### src/rtl/axi4_lite_addr_map_package.sv
// Shared AXI4-Lite constants, response codes and core access sizes.
package axi4_lite_addr_map_package;

  localparam int ADDR_WIDTH = 32;
  localparam int DATA_WIDTH = 32;

  localparam logic [1:0] RESP_OKAY   = 2'b00;
  localparam logic [1:0] RESP_SLVERR = 2'b10;
  localparam logic [1:0] RESP_DECERR = 2'b11;

  typedef enum logic [1:0] {
    SZ_BYTE = 2'd0,
    SZ_HALF = 2'd1,
    SZ_WORD = 2'd2,
    SZ_BAD  = 2'd3
  } mem_size_e;

endpackage

### src/rtl/axi4_lite_if.sv
// AXI4-Lite bundle with master and slave views.
interface axi4_lite_if;
  import axi4_lite_addr_map_package::*;

  logic [ADDR_WIDTH-1:0] awaddr;
  logic                  awvalid;
  logic                  awready;
  logic [DATA_WIDTH-1:0] wdata;
  logic [3:0]            wstrb;
  logic                  wvalid;
  logic                  wready;
  logic [1:0]            bresp;
  logic                  bvalid;
  logic                  bready;
  logic [ADDR_WIDTH-1:0] araddr;
  logic                  arvalid;
  logic                  arready;
  logic [DATA_WIDTH-1:0] rdata;
  logic [1:0]            rresp;
  logic                  rvalid;
  logic                  rready;

  modport master (
    output awaddr, awvalid, wdata, wstrb, wvalid, bready,
    output araddr, arvalid, rready,
    input  awready, wready, bresp, bvalid,
    input  arready, rdata, rresp, rvalid
  );

  modport slave (
    input  awaddr, awvalid, wdata, wstrb, wvalid, bready,
    input  araddr, arvalid, rready,
    output awready, wready, bresp, bvalid,
    output arready, rdata, rresp, rvalid
  );

endinterface

### src/rtl/axi4_lite_lsu_align.sv
// Store lane replication/strobes, load lane extraction/extension,
// and misalignment detection for the core load/store port.
module axi4_lite_lsu_align
  import axi4_lite_addr_map_package::*;
(
  input  logic [1:0]            i_st_addr,
  input  mem_size_e             i_st_size,
  input  logic [DATA_WIDTH-1:0] i_st_wdata,
  output logic [DATA_WIDTH-1:0] o_st_wdata,
  output logic [3:0]            o_st_wstrb,
  output logic                  o_misaligned,
  input  logic [1:0]            i_ld_addr,
  input  mem_size_e             i_ld_size,
  input  logic                  i_ld_unsigned,
  input  logic [DATA_WIDTH-1:0] i_ld_rdata,
  output logic [DATA_WIDTH-1:0] o_ld_data
);

  logic [DATA_WIDTH-1:0] w_shift;
  logic                  w_sx;

  always_comb begin
    o_st_wdata   = '0;
    o_st_wstrb   = '0;
    o_misaligned = 1'b0;
    unique case (i_st_size)
      SZ_BYTE: begin
        o_st_wdata = {4{i_st_wdata[7:0]}};
        o_st_wstrb = 4'b0001 << i_st_addr;
      end
      SZ_HALF: begin
        o_st_wdata   = {2{i_st_wdata[15:0]}};
        o_st_wstrb   = 4'b0011 << i_st_addr;
        o_misaligned = i_st_addr[0];
      end
      SZ_WORD: begin
        o_st_wdata   = i_st_wdata;
        o_st_wstrb   = 4'b1111;
        o_misaligned = |i_st_addr;
      end
      default: o_misaligned = 1'b1;
    endcase
  end

  // Bring the addressed lane down to bit 0 before extending.
  assign w_shift = i_ld_rdata >> {i_ld_addr, 3'b000};
  assign w_sx    = ~i_ld_unsigned;

  always_comb begin
    o_ld_data = '0;
    unique case (i_ld_size)
      SZ_BYTE: o_ld_data = {{24{w_sx & w_shift[7]}}, w_shift[7:0]};
      SZ_HALF: o_ld_data = {{16{w_sx & w_shift[15]}}, w_shift[15:0]};
      SZ_WORD: o_ld_data = i_ld_rdata;
      default: o_ld_data = '0;
    endcase
  end

endmodule

### src/rtl/axi4_lite_master_bridge.sv
// Core load/store port to AXI4-Lite master, one outstanding access.
// Every core and bus output comes straight from a register.
module axi4_lite_master_bridge
  import axi4_lite_addr_map_package::*;
(
  input  logic                  clk,
  input  logic                  rst,
  input  logic                  mem_req,
  input  logic                  mem_we,
  input  logic [ADDR_WIDTH-1:0] mem_addr,
  input  logic [1:0]            mem_size,
  input  logic                  mem_unsigned,
  input  logic [DATA_WIDTH-1:0] mem_wdata,
  output logic [DATA_WIDTH-1:0] mem_rdata,
  output logic                  mem_done,
  output logic                  mem_err,
  output logic                  mem_busy,
  axi4_lite_if.master           m_axi
);

  typedef enum logic [2:0] {
    S_IDLE,
    S_WR,
    S_WR_RESP,
    S_RD_ADDR,
    S_RD_DATA,
    S_DONE
  } state_e;

  typedef struct packed {
    logic [ADDR_WIDTH-1:0] awaddr;
    logic [ADDR_WIDTH-1:0] araddr;
    logic [DATA_WIDTH-1:0] wdata;
    logic [3:0]            wstrb;
    logic                  awvalid;
    logic                  wvalid;
    logic                  bready;
    logic                  arvalid;
    logic                  rready;
    logic                  aw_done;
    logic                  w_done;
    logic [1:0]            addr_lo;
    mem_size_e             size;
    logic                  uns;
    logic [DATA_WIDTH-1:0] rdata;
    logic                  done;
    logic                  err;
    logic                  busy;
  } regs_t;

  state_e                r_state;
  state_e                w_state_nxt;
  regs_t                 r_q;
  regs_t                 w_d;
  logic [DATA_WIDTH-1:0] w_st_wdata;
  logic [3:0]            w_st_wstrb;
  logic                  w_misaligned;
  logic [DATA_WIDTH-1:0] w_ld_data;
  logic [ADDR_WIDTH-1:0] w_bus_addr;
  logic                  w_aw_hs;
  logic                  w_w_hs;
  logic                  w_b_err;
  logic                  w_r_err;

  axi4_lite_lsu_align u_align (
    .i_st_addr     (mem_addr[1:0]),
    .i_st_size     (mem_size_e'(mem_size)),
    .i_st_wdata    (mem_wdata),
    .o_st_wdata    (w_st_wdata),
    .o_st_wstrb    (w_st_wstrb),
    .o_misaligned  (w_misaligned),
    .i_ld_addr     (r_q.addr_lo),
    .i_ld_size     (r_q.size),
    .i_ld_unsigned (r_q.uns),
    .i_ld_rdata    (m_axi.rdata),
    .o_ld_data     (w_ld_data)
  );

  assign w_bus_addr = {mem_addr[ADDR_WIDTH-1:2], 2'b00};
  assign w_aw_hs    = r_q.awvalid & m_axi.awready;
  assign w_w_hs     = r_q.wvalid & m_axi.wready;
  assign w_b_err    = (m_axi.bresp == RESP_SLVERR) |
                      (m_axi.bresp == RESP_DECERR);
  assign w_r_err    = (m_axi.rresp == RESP_SLVERR) |
                      (m_axi.rresp == RESP_DECERR);

  always_ff @(posedge clk or posedge rst) begin
    if (rst) begin
      r_state <= S_IDLE;
      r_q     <= '0;
    end else begin
      r_state <= w_state_nxt;
      r_q     <= w_d;
    end
  end

  always_comb begin
    w_state_nxt = r_state;
    w_d         = r_q;
    unique case (r_state)
      S_IDLE: begin
        if (mem_req) begin
          w_d.addr_lo = mem_addr[1:0];
          w_d.size    = mem_size_e'(mem_size);
          w_d.uns     = mem_unsigned;
          w_d.wdata   = w_st_wdata;
          w_d.wstrb   = w_st_wstrb;
          w_d.awaddr  = w_bus_addr;
          w_d.araddr  = w_bus_addr;
          w_d.rdata   = '0;
          w_d.err     = 1'b0;
          w_d.aw_done = 1'b0;
          w_d.w_done  = 1'b0;
          if (w_misaligned) begin
            w_state_nxt = S_DONE;
            w_d.done    = 1'b1;
            w_d.err     = 1'b1;
          end else if (mem_we) begin
            w_state_nxt = S_WR;
            w_d.awvalid = 1'b1;
            w_d.wvalid  = 1'b1;
          end else begin
            w_state_nxt = S_RD_ADDR;
            w_d.arvalid = 1'b1;
          end
        end
      end
      S_WR: begin
        // AW and W retire independently; wait for both.
        if (w_aw_hs) begin
          w_d.awvalid = 1'b0;
          w_d.aw_done = 1'b1;
        end
        if (w_w_hs) begin
          w_d.wvalid = 1'b0;
          w_d.w_done = 1'b1;
        end
        if (w_d.aw_done && w_d.w_done) begin
          w_state_nxt = S_WR_RESP;
          w_d.bready  = 1'b1;
        end
      end
      S_WR_RESP: begin
        if (m_axi.bvalid) begin
          w_state_nxt = S_DONE;
          w_d.bready  = 1'b0;
          w_d.err     = w_b_err;
          w_d.done    = 1'b1;
        end
      end
      S_RD_ADDR: begin
        if (m_axi.arready) begin
          w_state_nxt = S_RD_DATA;
          w_d.arvalid = 1'b0;
          w_d.rready  = 1'b1;
        end
      end
      S_RD_DATA: begin
        if (m_axi.rvalid) begin
          w_state_nxt = S_DONE;
          w_d.rready  = 1'b0;
          w_d.err     = w_r_err;
          w_d.rdata   = w_r_err ? '0 : w_ld_data;
          w_d.done    = 1'b1;
        end
      end
      S_DONE: begin
        w_state_nxt = S_IDLE;
        w_d.done    = 1'b0;
        w_d.err     = 1'b0;
        w_d.rdata   = '0;
      end
      default: w_state_nxt = S_IDLE;
    endcase
    w_d.busy = (w_state_nxt != S_IDLE);
  end

  assign m_axi.awaddr  = r_q.awaddr;
  assign m_axi.awvalid = r_q.awvalid;
  assign m_axi.wdata   = r_q.wdata;
  assign m_axi.wstrb   = r_q.wstrb;
  assign m_axi.wvalid  = r_q.wvalid;
  assign m_axi.bready  = r_q.bready;
  assign m_axi.araddr  = r_q.araddr;
  assign m_axi.arvalid = r_q.arvalid;
  assign m_axi.rready  = r_q.rready;

  assign mem_rdata = r_q.rdata;
  assign mem_done  = r_q.done;
  assign mem_err   = r_q.err;
  assign mem_busy  = r_q.busy;

endmodule
### src/flat_wrapper.sv
// flat-port wrapper written by rule: the top's interface ports become plain ports
module axi4_lite_master_bridge_flat import axi4_lite_addr_map_package::*;
  (clk, rst, mem_req, mem_we, mem_addr, mem_size, mem_unsigned, mem_wdata, mem_rdata, mem_done, mem_err, mem_busy, m_axi_awaddr, m_axi_awvalid, m_axi_wdata, m_axi_wstrb, m_axi_wvalid, m_axi_bready, m_axi_araddr, m_axi_arvalid, m_axi_rready, m_axi_awready, m_axi_wready, m_axi_bresp, m_axi_bvalid, m_axi_arready, m_axi_rdata, m_axi_rresp, m_axi_rvalid);
  axi4_lite_if m_axi_i ();
  input  logic clk;
  input  logic rst;
  input  logic mem_req;
  input  logic mem_we;
  input  logic [ADDR_WIDTH-1:0] mem_addr;
  input  logic [1:0] mem_size;
  input  logic mem_unsigned;
  input  logic [DATA_WIDTH-1:0] mem_wdata;
  output logic [DATA_WIDTH-1:0] mem_rdata;
  output logic mem_done;
  output logic mem_err;
  output logic mem_busy;
  output wire logic [$bits(m_axi_i.awaddr)-1:0] m_axi_awaddr;
  output wire logic [$bits(m_axi_i.awvalid)-1:0] m_axi_awvalid;
  output wire logic [$bits(m_axi_i.wdata)-1:0] m_axi_wdata;
  output wire logic [$bits(m_axi_i.wstrb)-1:0] m_axi_wstrb;
  output wire logic [$bits(m_axi_i.wvalid)-1:0] m_axi_wvalid;
  output wire logic [$bits(m_axi_i.bready)-1:0] m_axi_bready;
  output wire logic [$bits(m_axi_i.araddr)-1:0] m_axi_araddr;
  output wire logic [$bits(m_axi_i.arvalid)-1:0] m_axi_arvalid;
  output wire logic [$bits(m_axi_i.rready)-1:0] m_axi_rready;
  input wire logic [$bits(m_axi_i.awready)-1:0] m_axi_awready;
  input wire logic [$bits(m_axi_i.wready)-1:0] m_axi_wready;
  input wire logic [$bits(m_axi_i.bresp)-1:0] m_axi_bresp;
  input wire logic [$bits(m_axi_i.bvalid)-1:0] m_axi_bvalid;
  input wire logic [$bits(m_axi_i.arready)-1:0] m_axi_arready;
  input wire logic [$bits(m_axi_i.rdata)-1:0] m_axi_rdata;
  input wire logic [$bits(m_axi_i.rresp)-1:0] m_axi_rresp;
  input wire logic [$bits(m_axi_i.rvalid)-1:0] m_axi_rvalid;
  assign m_axi_awaddr = m_axi_i.awaddr;
  assign m_axi_awvalid = m_axi_i.awvalid;
  assign m_axi_wdata = m_axi_i.wdata;
  assign m_axi_wstrb = m_axi_i.wstrb;
  assign m_axi_wvalid = m_axi_i.wvalid;
  assign m_axi_bready = m_axi_i.bready;
  assign m_axi_araddr = m_axi_i.araddr;
  assign m_axi_arvalid = m_axi_i.arvalid;
  assign m_axi_rready = m_axi_i.rready;
  assign m_axi_i.awready = m_axi_awready;
  assign m_axi_i.wready = m_axi_wready;
  assign m_axi_i.bresp = m_axi_bresp;
  assign m_axi_i.bvalid = m_axi_bvalid;
  assign m_axi_i.arready = m_axi_arready;
  assign m_axi_i.rdata = m_axi_rdata;
  assign m_axi_i.rresp = m_axi_rresp;
  assign m_axi_i.rvalid = m_axi_rvalid;
  axi4_lite_master_bridge u_core (.clk(clk), .rst(rst), .mem_req(mem_req), .mem_we(mem_we), .mem_addr(mem_addr), .mem_size(mem_size), .mem_unsigned(mem_unsigned), .mem_wdata(mem_wdata), .mem_rdata(mem_rdata), .mem_done(mem_done), .mem_err(mem_err), .mem_busy(mem_busy), .m_axi(m_axi_i));
endmodule
### config.mk
export PLATFORM = sky130hd
export DESIGN_NAME = axi4_lite_master_bridge_flat
export DESIGN_NICKNAME = d
export VERILOG_FILES = /design/src/rtl/axi4_lite_addr_map_package.sv /design/src/rtl/axi4_lite_if.sv /design/src/rtl/axi4_lite_lsu_align.sv /design/src/rtl/axi4_lite_master_bridge.sv /design/src/flat_wrapper.sv
export SDC_FILE = /design/constraint.sdc
export NUM_CORES = 1
export LEC_CHECK = 0
export ABC_AREA = 0
export BUFFER_PORTS_ARGS = -buffer_cell sky130_fd_sc_hd__clkbuf_2
export CORE_MARGIN = 4
export CORE_UTILIZATION = 41
export DETAILED_ROUTE_END_ITERATION = 12
export PLACE_DENSITY = 0.69
export REMOVE_ABC_BUFFERS = 1
export SLEW_MARGIN = 15
export SYNTH_ARGS = -nofsm -noshare
export SYNTH_HDL_FRONTEND = slang
export SYNTH_SLANG_ARGS = --single-unit
### constraint.sdc
create_clock -name clk -period 5.6 [get_ports clk]
set_input_delay 0.28 -clock clk [delete_from_list [all_inputs] [get_ports clk]]
set_output_delay 0.28 -clock clk [all_outputs]
set_load 0.01 [all_outputs]
# Word level (Yosys, flattened, before mapping)
# Cells that the tools add are included.
# word_totals
regBits	116
inputBits	112
output_inout_bits	140
elab_cells	114
# classes
n_eq_ne	24
shifts	3
mux	40
bitwise	7
reduce_logical	22
# ops
cell	n
one-hot mux 32 bit (3 select lines)	3
2-to-1 mux 41 bit	1
2-to-1 mux 34 bit	1
2-to-1 mux 32 bit	1
right shift 32 x 5 -> 16 bit	1
AND reduction 5 bit	4
2-to-1 mux 3 bit	6
!= test 2 bit (second input constant)	8
one-hot mux 3 bit (5 select lines)	1
2-to-1 mux 2 bit	7
equality test 2 bit (second input constant)	6
2-to-1 mux 1 bit	12
one-hot mux 4 bit (3 select lines)	1
AND reduction 3 bit	3
one-hot mux 2 bit (2 select lines)	2
one-hot mux 2 bit (4 select lines)	1
nonzero test 2 bit	4
equality test 3 x 2 -> 1 bit (second input constant)	2
equality test 3 bit (second input constant)	2
!= test 2 x 1 -> 1 bit (second input constant)	3
one-hot mux 1 bit (2 select lines)	3
nonzero test 3 bit	2
AND 1 bit	4
equality test 2 x 1 -> 1 bit (second input constant)	2
13 further kinds	16

# Depth between registers and ports, before layout
# Gate-level depths: netlist of the first run.
# depth
ltp_word	7
ltp_mapped	7
mapped_depth_nobuf	4

# Modules after synthesis
# Synthesis of the first run repeated with hierarchy kept, for this count alone.
# unflattened
hier_cells	714
hier_area_um2	6929.1
# modules_own_cells
module	n_inst	cells_each	area_per_inst_um2	seq_area_each_um2
axi4_lite_master_bridge	1	495	5647.9	2902.8
axi4_lite_lsu_align	1	219	1281.2	0.0

# Worst setup path after synthesis of the first run
# Ideal clock, no wire load.
# synth_path
path_kind	reg2reg
startpoint	register u_core.r_q[39] in the netlist's numbering
endpoint	register u_core.r_q (netlist bit u_core.mem_rdata[16])
setup_time_ns	0.132
arrival_time_ns	1.547
required_ns	5.468
path_slack_ns	3.920
stages_incl_launch_ff	7
path_buffers	2
synth_period_minus_slack_ns	1.680
path_cell_list	dfrtp_1 > mux4_2 > nand2b_1 > buf_2 > buf_2 > a32oi_1 > o21ai_1
# synth_via
elab_chain_cells	6
elab_cells_between_ends	7
classes_between	shift: 1; mux: 4; bitwise: 2
# synth_rtl
item	line_no	text
start, declared	axi4_lite_master_bridge.sv:53	regs_t r_q;
start signal, assigned	axi4_lite_master_bridge.sv:93	r_q <= w_d;
right shift 32 x 5 -> 16 bit *	axi4_lite_lsu_align.sv:46	assign w_shift = i_ld_rdata >> {i_ld_addr, 3'b000};
AND 1 bit (on tied branches)	axi4_lite_lsu_align.sv:53, axi4_lite_lsu_align.sv:52	
one-hot mux 32 bit (3 select lines) *	axi4_lite_lsu_align.sv:51	unique case (i_ld_size)
2-to-1 mux 32 bit *	axi4_lite_master_bridge.sv:163	w_d.rdata = w_r_err ? '0 : w_ld_data;
2-to-1 mux 34 bit *	axi4_lite_master_bridge.sv:159	if (m_axi.rvalid) begin
one-hot mux 32 bit (3 select lines) *	axi4_lite_master_bridge.sv:100	unique case (r_state)
# Mark *: on every way between the ends. The rest lies on a longest branch, timed or not. The select of a mux whose other input is x is not followed.
# A chain may end at the register's enable or synchronous reset.

# Final worst setup path of the first run
# layout_path
startpoint	register u_core.r_q[39] in the netlist's numbering
endpoint	register u_core.r_q (netlist bit u_core.mem_rdata[21])
# Same word-level chain as after synthesis.

==> run_results.csv, run 1 <==
group,metric,value,unit
worst_setup_path,crit_family,"flip-flops",
routing,wire_per_inst,16.6,um
placement,dp_hpwl,12400,um
global_routing,grt_pass1_vias,5388,
cts,clock_tree.root_cell,"clkbuf_16",
cts,clockBufferDepth,2,
sta,setup_tns,0,ns
floorplanning,initial_utilization,0.422,
global_routing,grt_usage,0.200,
final_layout,nets,944,
sta,skew,0.0102,ns
sta,tightest_slew,1.17,ns
floorplanning,die-area,17900,um^2
routing,drt_first_iter_violations,352,
yosys,synth_edf_count,0,
global_routing,grt_overflow,0,
worst_setup_path,cp_cell_sequence,"mux4_2 > nand2b_1 > a32oi_1 > o21ai_1",
cts,clkLatencyLatePin,0.42,ns
global_routing,antenna_found_initial,0,
routing,ant_nets,0,
yosys,yosysMostFrequentCell,"nand2_1",
final_layout,antenna_cells,0,
floorplanning,chipHeight,134,um
routing,firstDrtPassIters,5,
cts,cts.sinks,116,
worst_setup_path,end_kind,"register",
final_layout,area_delta_synth_final,16.7,%
sta,relSlewSlack,0.214,
yosys,syn_inst,733,
floorplanning,die_x,134,um
placement,placed_area,6860,um^2
power,p_seq_frac,0.332,
cts,htreeDepth,4,
floorplanning,rows,45,
yosys,yosysUniqueCellTypes,52,
placement,gp_congestion,0.843,
cts,cts_hold_buf,1,
yosys,netlist_area,6470,um^2
sta,setup_viol,0,
yosys,ys_seq_area_frac,0.449,
power,comb_power_share,0.384,
worst_setup_path,critical_path_arrival,2.92,ns
sta,rsz0062_at_grt,"false",
yosys,synth_commonest_cells,"nand2_1 (170), buf_4 (135), dfrtp_1 (116), nor2_1 (43), o21ai_1 (42)",
yosys,synth_top_area_frac,0.449,
sta,slew_violations,0,
sta,min_period,2.63,ns
worst_setup_path,critical_path.slowest_cell,"dfrtp_1",
yosys,synth_seq_cells,116,
cts,numCtsBuffers,17,
power,p_clk_frac,0.284,
cts,clk_pin_slew,0.06,ns
cts,cts_tree,"done",
power,p_sw_frac,0.390,
worst_setup_path,setup.worst_path.start_class,"register",
routing,wl,17600,um
floorplanning,core_area,15300,um^2
yosys,yosys_warnings,0,
worst_setup_path,worstPathMaxFanout,20,
yosys,synth_area_leaders,"dfrtp_1 (45%), buf_4 (16%), nand2_1 (9.9%), o21ai_1 (3.2%), nor2_1 (2.5%)",
sta,min_period_over_period,0.470,
worst_setup_path,path_buf_inv,0,
final_layout,fill_cells,1532,
power,power_density,586,nW/um^2
routing,vias_per_cell,5.09,
power,p_switching,1.73,mW
worst_setup_path,required,5.89,ns
worst_setup_path,worstSetupPathType,"reg -> reg",
placement,port_buffers,245,
worst_setup_path,slowest_delay,0.94,ns
final_layout,drive_gt1_frac,0.354,
flow_run,drv_cap,0,
yosys,synthArstFlopShare,1.00,
sta,max_clock_freq,380,MHz
sta,hold_viol,0,
run_status,outcome,"finished, final reports clean",
power,p_leak,3.94,nW
routing,post-route-drc-count,0,
yosys,synth_area_leader_cell,"dfrtp_1",
global_routing,grt_first_pass_wirelength,28200,um
power,p_int,2.70,mW
power,ir_drop,0.000267,V
yosys,syn_avg_cell_area,8.83,um^2
hold_path,hold_class,"in -> reg",
final_layout,stdcell_area,7550,um^2
routing,routed-via-count,5378,
global_routing,grt_max_degree,70,
cts,post_cts_buffers,0,
yosys,synthFlopType,"dfrtp_1",
cts,cts_resized,0,
floorplanning,io_pins,252,
==> power groups by stage <==
stage | clock network (mW) | registers [mW] | logic [mW]
after floorplan | 0 | 1.61 | 0.817
after detailed placement | 0 | 1.47 | 1.73
after global routing | 1.31 | 1.52 | 1.91
after global placement | 0 | 1.47 | 1.70
final | 1.25 | 1.47 | 1.70
after CTS | 1.28 | 1.47 | 1.73
==> state kept, by name, summed over array words and instances, names as in the netlist, 3 cells and up <==
| signal | count |
|---|---|
| u_core.m_axi.wdata | 32 |
| u_core.r_q | 7 |
| u_core.r_state | 3 |
| u_core.m_axi.wstrb | 4 |
| u_core.mem_rdata | 32 |
| u_core.m_axi.awaddr | 30 |
==> final cells by class <==
cell class | instances | area [um^2] | share of cell area
Inverter | 10 | 40.0 | 0.00530
Timing Repair Buffer | 252 | 1280 | 0.170
Clock inverter | 12 | 226 | 0.0300
Clock buffer | 20 | 457 | 0.0605
Sequential cell | 116 | 2900 | 0.384
Multi-Input combinational cell | 435 | 2380 | 0.315
Tap cell | 211 | 264 | 0.0350
==> worst paths after layout <==
kind | start | endpoint | slack, ns | cells after the start
setup / recovery | u_core.r_q[39]$_DFFE_PP0P_ | u_core.mem_rdata[21]$_DFFE_PP0P_ | 2.97 | 4
hold / removal | mem_addr[18] | u_core.m_axi.awaddr[18]$_DFFE_PP0P_ | 0.04 | 3
setup reg to reg | u_core.r_q[39]$_DFFE_PP0P_ | u_core.mem_rdata[21]$_DFFE_PP0P_ | 2.97 | 4
hold reg to reg | u_core.m_axi.wdata[2]$_DFFE_PP0P_ | u_core.m_axi.wdata[2]$_DFFE_PP0P_ | 0.47 | 2
max in group asynchronous | rst | u_core.r_q[40]$_DFFE_PP0P_ | 3.82 | 4
min in group asynchronous | rst | u_core.m_axi.awaddr[22]$_DFFE_PP0P_ | 0.53 | 3
==> tightest hold or removal path, delay by kind of cell <==
family	cells	cell delay (ns)
buffers and inverters	1	0.07
and+or+nand+nor	2	0.08
==> stage by stage <==
stage / util / worst slack (ns) / instances / power, mW / hold WS, ns
floorplan: - / 1.95 / 561 / 2.43 / 0.383
global placement: 0.448 / 3.04 / 1023 / 3.17 / 0.446
detailed placement: 0.448 / 2.98 / 1023 / 3.20 / 0.443
CTS: 0.493 / 3.00 / 1056 / 4.48 / 0.0272
global route: 0.493 / 2.79 / 1056 / 4.74 / 0.0403
finish: 0.493 / 2.97 / 1056 / 4.43 / 0.0436
==> cells by family after synthesis <==
| logic type | Yosys count | synth area share |
|---|---|---|
| simple gates | 257 | 0.167 |
| buf+inv | 185 | 0.189 |
| compound gates | 149 | 0.151 |
| flops | 116 | 0.449 |
| mux | 25 | 0.0439 |
| other cells | 1 | 0.000580 |
==> per-layer routing <==
layer / vias to the layer above / track usage / share of wire
met5: - / 0 / 0
met4: 0 / 0.0674 / 0.011
li1: 2547 / - / -
met2: 253 / 0.319 / 0.48
met1: 2560 / 0.252 / 0.41
met3: 18 / 0.0752 / 0.10
==> cell usage in the layout (no fill, tap or decap), types with 2 or more instances in the layout <==
| master | synthesis | final |
|---|---|---|
| a31oi_1 | 5 | 5 |
| o2bb2ai_1 | 2 | 2 |
| clkbuf_2 | 0 | 245 |
| mux4_2 | 2 | 2 |
| a221oi_1 | 8 | 8 |
| a21o_1 | 2 | 2 |
| clkbuf_8 | 0 | 2 |
| inv_1 | 7 | 6 |
| mux2i_1 | 16 | 16 |
| nor2b_1 | 6 | 6 |
| clkinv_4 | 0 | 3 |
| clkinvlp_4 | 0 | 2 |
| nand2b_1 | 5 | 5 |
| buf_4 | 135 | 6 |
| nor2_1 | 43 | 42 |
| inv_2 | 2 | 2 |
| nand2_1 | 170 | 170 |
| mux2_2 | 5 | 5 |
| conb_1 | 1 | 4 |
| a22oi_1 | 13 | 13 |
| mux2_1 | 2 | 2 |
| o21ai_1 | 42 | 42 |
| dfrtp_1 | 116 | 116 |
| a21oi_1 | 30 | 30 |
| nand3_1 | 17 | 16 |
| bufinv_16 | 0 | 6 |
| a221o_1 | 4 | 4 |
| o21ai_0 | 9 | 9 |
| a22o_1 | 7 | 7 |
| nor3_1 | 4 | 4 |
| clkbuf_16 | 0 | 17 |
| a32oi_1 | 17 | 17 |
No activity file was read; power rests on OpenSTA's default activity.
==> inputs of run 2 (changes only) <==
ABC_AREA = 1   (was 0)
PLACE_DENSITY = 0.71   (was 0.69)
clock period = 2.4 ns   (was 5.6 ns; I/O delays follow)
==> run_results.csv, run 2 <==
group,metric,value,unit
run_status,outcome,"finished, final reports clean",
routing,post-route-drc-count,0,
yosys,synth_top_family_by_area,"simple AND/OR/NAND/NOR gates",
power,power_density,1230,nW/um^2
yosys,ys_seq_area_frac,0.428,
yosys,syn_inst,932,
yosys,netlist_area,6790,um^2
final_layout,utilization,0.518,
final_layout,final_cell_mix,"nand2_1 (407), clkbuf_2 (245), dfrtp_1 (116), o21ai_0 (50)",
global_routing,grt_overflow,0,
cts,clk_pin_slew,0.06,ns
routing,vias_per_cell,4.70,
sta,hold-worst-slack,0.00775,ns
routing,ant_nets,0,
routing,drt_first_iter_violations,300,
worst_setup_path,worstPathMaxFanout,18,
sta,slew_violations,0,
yosys,synth_top_area_frac,0.428,
worst_setup_path,crit_family,"simple AND/OR/NAND/NOR gates",
yosys,synth_area_leader_cell,"dfrtp_1",
sta,rsz0062_at_grt,"false",
worst_setup_path,setup.worst_path.start_class,"register",
cts,htreeDepth,4,
sta,skew,0.0197,ns
sta,tightest_slew,0.812,ns
yosys,synthMuxAreaShare,0,
yosys,synthSimpleGateAreaFrac,0.290,
power,ir_drop,0.000654,V
worst_setup_path,required,2.75,ns
yosys,synth_area_leaders,"dfrtp_1 (43%), nand2_1 (23%), buf_4 (15%), o21ai_0 (3.7%), nand3_1 (3.6%)",
cts,cts_tree,"done",
floorplanning,core_area,16100,um^2
worst_setup_path,end_kind,"register",
routing,firstDrtPassIters,5,
cts,clockBufferDepth,2,
yosys,synth_compound_area_frac,0.0806,
yosys,synth_xor_xnor_area_share,0,
power,p_leak,4.86,nW
sta,max_clock_freq,537,MHz
global_routing,grt_first_pass_wirelength,30500,um
yosys,synth_seq_cells,116,
cts,clkLatencyLatePin,0.42,ns
floorplanning,die-area,18700,um^2
worst_setup_path,critical_path_arrival,2.21,ns
sta,relSlewSlack,0.456,
cts,post_cts_buffers,0,
flow_run,drv_cap,0,
sta,min_period_over_period,0.776,
yosys,syn_avg_cell_area,7.28,um^2
floorplanning,io_pins,252,
final_layout,stdcell_area,8320,um^2
worst_setup_path,path_buf_inv,1,
sta,hold_viol,0,
floorplanning,chipHeight,137,um
cts,cts.sinks,116,
placement,dp_hpwl,13100,um
worst_setup_path,slowest_delay,0.54,ns
worst_setup_path,critical_path.slowest_cell,"dfrtp_1",
routing,routed-via-count,6208,
worst_setup_path,cp_cell_sequence,"inv_2 > nor2_4 > nand2_1 > nand2_1 > nand3_2 > nand3_1 > nand2_1 > nand2_1",
yosys,synthFlopType,"dfrtp_1",
power,power.total,10.2,mW
placement,port_buffers,245,
global_routing,antenna_found_initial,0,
floorplanning,rows,46,
worst_setup_path,worstSetupPathType,"reg -> reg",
floorplanning,initial_utilization,0.423,
final_layout,antenna_cells,0,
sta,min_period,1.86,ns
yosys,synth_edf_count,0,
hold_path,hold_class,"in -> reg",
global_routing,grt_usage,0.206,
worst_setup_path,crit_top_cell,"nand2_1",
yosys,synth_commonest_cells,"nand2_1 (407), buf_4 (135), dfrtp_1 (116), inv_1 (50), o21ai_0 (50)",
yosys,synth_fa_ha_area_frac,0,
cts,clock_tree.root_cell,"clkbuf_16",
routing,wire_per_inst,14.3,um
final_layout,nets,1205,
final_layout,final_common_cell,"nand2_1",
yosys,synthArstFlopShare,1.00,
global_routing,grt_max_degree,68,
placement,gp_congestion,0.848,
yosys,yosysUniqueCellTypes,31,
floorplanning,die_x,137,um
sta,setup_viol,0,
final_layout,area_delta_synth_final,22.6,%
yosys,yosysMostFrequentCell,"nand2_1",
yosys,yosys_warnings,0,
final_layout,drive_gt1_frac,0.274,
global_routing,grt_pass1_vias,6114,
placement,placed_area,7280,um^2
routing,wl,18900,um
cts,numCtsBuffers,17,
-- run 2: cell count changes in the layout (fill, tap and decap cells not counted), sizes merged, moves of 16 or more --
cell,change
nand2,+238
nand3,+34
a32oi,-17
nor2,-18
dlygate4sd3,+46
mux2i,-16
inv,+50
-- run 2: worst paths after layout --
path | endpoint | start | depth (start not counted) | slack [ns]
setup / recovery | u_core.mem_rdata[28]$_DFFE_PP0P_ | u_core.r_q[39]$_DFFE_PP0P_ | 8 | 0.54
hold / removal | u_core.r_q[41]$_DFFE_PP0P_ | m_axi_awready | 3 | 0.008
setup reg to reg | u_core.mem_rdata[28]$_DFFE_PP0P_ | u_core.r_q[39]$_DFFE_PP0P_ | 8 | 0.54
hold reg to reg | u_core.m_axi.bready$_DFFE_PP0P_ | u_core.m_axi.bready$_DFFE_PP0P_ | 2 | 0.48
max in group asynchronous | u_core.m_axi.wdata[21]$_DFFE_PP0P_ | rst | 4 | 1.36
min in group asynchronous | u_core.m_axi.awaddr[30]$_DFFE_PP0P_ | rst | 3 | 0.31
-- run 2: power breakdown --
group,switching (mW),internal [mW]
Clock,1.02,1.45
Sequential,0.569,2.70
Combinational,2.82,1.68
Total,4.41,5.83
-- run 2: metrics by stage --
stage / setup WS, ns / cells / TNS, ns
after floorplan: -0.819 / 769 / -138.62
after global placement: 0.580 / 1243 / 0
after CTS: 0.519 / 1322 / 0
final: 0.538 / 1322 / 0
after global routing: 0.232 / 1322 / 0
after detailed placement: 0.532 / 1243 / 0
-- run 2: worst min-delay path: stages --
cell	delay (ns)
clkbuf_2	0.10
nand3_1	0.09
a21oi_1	0.07
-- run 2: logic make-up (layout without fill, tap and decap cells) --
logic type,after synthesis,after routing
DFF,116,116
other,1,4
AOI/OAI and AO/OA,102,102
buffers and inverters,221,392
and+or+nand+nor,492,492
-- run 2: final cells by class --
| cell class | instances | area [um^2] |
|---|---|---|
| fillers | 1558 | 7730 |
| flip-flops and latches | 116 | 2900 |
| multi-input cells | 598 | 2540 |
| repair buffers | 305 | 1830 |
| clock buffers | 17 | 425 |
| well taps | 216 | 270 |
| inverters | 55 | 209 |
| clock inverters | 15 | 148 |
-- run 2: routing by layer --
| metal | vias up | global-route usage | wire (um) |
|---|---|---|---|
| met5 | - | 0 | 0 |
| met4 | 0 | 0.0694 | 362 |
| li1 | 3104 | - | - |
| met1 | 2828 | 0.256 | 7700 |
| met3 | 31 | 0.0684 | 1670 |
| met2 | 245 | 0.338 | 9160 |
-- run 2: timing repair --
action | 4_1_cts | 5_1_grt
hold buffers | 47 | 0
gates resized for setup | 0 | 0
hold endpoints to repair | 85 | 0
==> inputs of run 3 (changes only) <==
PLACE_DENSITY = 0.68   (was 0.71)
clock period = 1.74 ns   (was 2.4 ns; I/O delays follow)
==> run_results.csv, run 3 (same netlist as run 2, synthesis figures left out) <==
group,metric,value,unit
power,ir_drop,0.000942,V
final_layout,final_cell_mix,"nand2_1 (406), clkbuf_2 (245), dfrtp_1 (115), dlygate4sd3_1 (69), o21ai_0 (50)",
run_status,outcome,"finished, final reports clean",
cts,clk_pin_slew,0.06,ns
routing,post-route-drc-count,0,
final_layout,final_common_cell,"nand2_1",
floorplanning,initial_utilization,0.423,
floorplanning,rows,46,
routing,firstDrtPassIters,6,
cts,post_cts_buffers,0,
worst_setup_path,slowest_delay,0.46,ns
final_layout,nets,1243,
worst_setup_path,worstPathMaxFanout,27,
floorplanning,die-area,18700,um^2
cts,cts.sinks,116,
global_routing,grt_usage,0.209,
power,power_density,1690,nW/um^2
final_layout,stdcell_area,8760,um^2
routing,ant_nets,0,
final_layout,drive_gt1_frac,0.281,
cts,clkLatencyLatePin,0.41,ns
placement,dp_hpwl,13800,um
sta,hold-worst-slack,0.0103,ns
sta,slew_violations,0,
cts,cts_tree,"done",
sta,setup_viol,0,
worst_setup_path,path_buf_inv,2,
final_layout,area_delta_synth_final,29.0,%
global_routing,grt_overflow,0,
cts,numCtsBuffers,17,
cts,clockBufferDepth,2,
hold_path,hold_class,"in -> reg",
global_routing,grt_first_pass_wirelength,30800,um
worst_setup_path,critical_path_arrival,1.93,ns
global_routing,grt_max_degree,54,
worst_setup_path,cp_cell_sequence,"nor2_2 > nand2_1 > nor2_4 > buf_6 > buf_12 > nand3_1 > o21a_1",
worst_setup_path,end_kind,"register",
floorplanning,io_pins,252,
floorplanning,core_area,16100,um^2
worst_setup_path,required,2.04,ns
sta,hold_viol,0,
power,p_leak,5.06,nW
routing,routed-via-count,6447,
flow_run,drv_cap,0,
global_routing,grt_pass1_vias,6236,
routing,drt_first_iter_violations,349,
floorplanning,die_x,137,um
worst_setup_path,setup.worst_path.start_class,"register",
worst_setup_path,worstSetupPathType,"reg -> reg",
routing,wl,19500,um
worst_setup_path,crit_family,"simple AND/OR/NAND/NOR gates",
sta,min_period,1.63,ns
sta,setup_ws,0.106,ns
worst_setup_path,critical_path.slowest_cell,"dfrtp_1",
floorplanning,chipHeight,137,um
global_routing,antenna_found_initial,1,
sta,min_period_over_period,0.939,
sta,skew,0.00629,ns
cts,htreeDepth,4,
routing,wire_per_inst,14.3,um
placement,port_buffers,245,
placement,placed_area,7440,um^2
sta,max_clock_freq,612,MHz
placement,gp_congestion,0.847,
routing,vias_per_cell,4.74,
placement,dp_slack,0.0141,ns
sta,rsz0062_at_grt,"false",
cts,clock_tree.root_cell,"clkbuf_16",
[run 3: changes by cell type in the layout (fill, tap and decap cells not counted), moves of 2 or more]
cell / delta
buf_6: +3
dlygate4sd3_1: +22
buf_4: +10
bufinv_16: +2
clkinvlp_4: +3
clkinv_4: -3
buf_12: +3
[run 3: worst min-delay path: stages]
cell and delay, ns:
clkbuf_2 0.10, nand2_1 0.05, nand2_1 0.06, nand2_1 0.04, nand2_1 0.05
[run 3: worst paths after layout]
check                                                  from                                  end  slack, ns  depth (start not counted)
min in group asynchronous                               rst  u_core.m_axi.awaddr[22]$_DFFE_PP0P_       0.13                          3
max in group asynchronous                               rst           u_core.r_q[39]$_DFFE_PP0P_       1.05                          4
min                                          m_axi_rdata[1]      u_core.mem_rdata[1]$_DFFE_PP0P_       0.01                          5
max reg2reg                     u_core.r_state[1]$_DFF_PP0_   u_core.m_axi.wdata[15]$_DFFE_PP0P_       0.11                          7
max                             u_core.r_state[1]$_DFF_PP0_   u_core.m_axi.wdata[15]$_DFFE_PP0P_       0.11                          7
min reg2reg                u_core.m_axi.arvalid$_DFFE_PP0P_     u_core.m_axi.arvalid$_DFFE_PP0P_       0.47                          2
[run 3: report_power, final]
group,switching (mW),internal [mW]
clock network,1.33,2.27
logic,4.04,2.59
registers,0.801,3.73
[run 3: what timing repair did]
| item | CTS | global route |
|---|---|---|
| endpoints found under the setup margin | 0 | 55 |
| resized for setup | 0 | 8 |
| hold buffers | 69 | 0 |
| endpoints found under the hold margin | 186 | 0 |
[run 3: area by class of cell]
type	instances	area, um^2
clock inverter	14	176
timing repair buffer	343	2220
tap	216	270
fill	1534	7300
sequential	116	2900
clock buffer	18	429
multi-input combinational	598	2540
antenna	1	2.50
inverter	55	215
[run 3: metrics by stage]
step / total power, mW / std cells / utilization / TNS [ns]
after CTS: 14.8 / 1360 / 0.544 / 0
after floorplan: 8.07 / 769 / - / -271.60
after global placement: 10.9 / 1259 / 0.463 / 0
after detailed placement: 11.0 / 1259 / 0.463 / 0
final: 14.8 / 1361 / 0.545 / 0
after global routing: 15.9 / 1361 / 0.545 / 0
[run 3: per-layer routing]
layer | global-route usage | wire, um
met2 | 0.356 | 9420
met5 | 0 | 0
met3 | 0.0665 | 1670
met4 | 0.0594 | 305
met1 | 0.254 | 8110
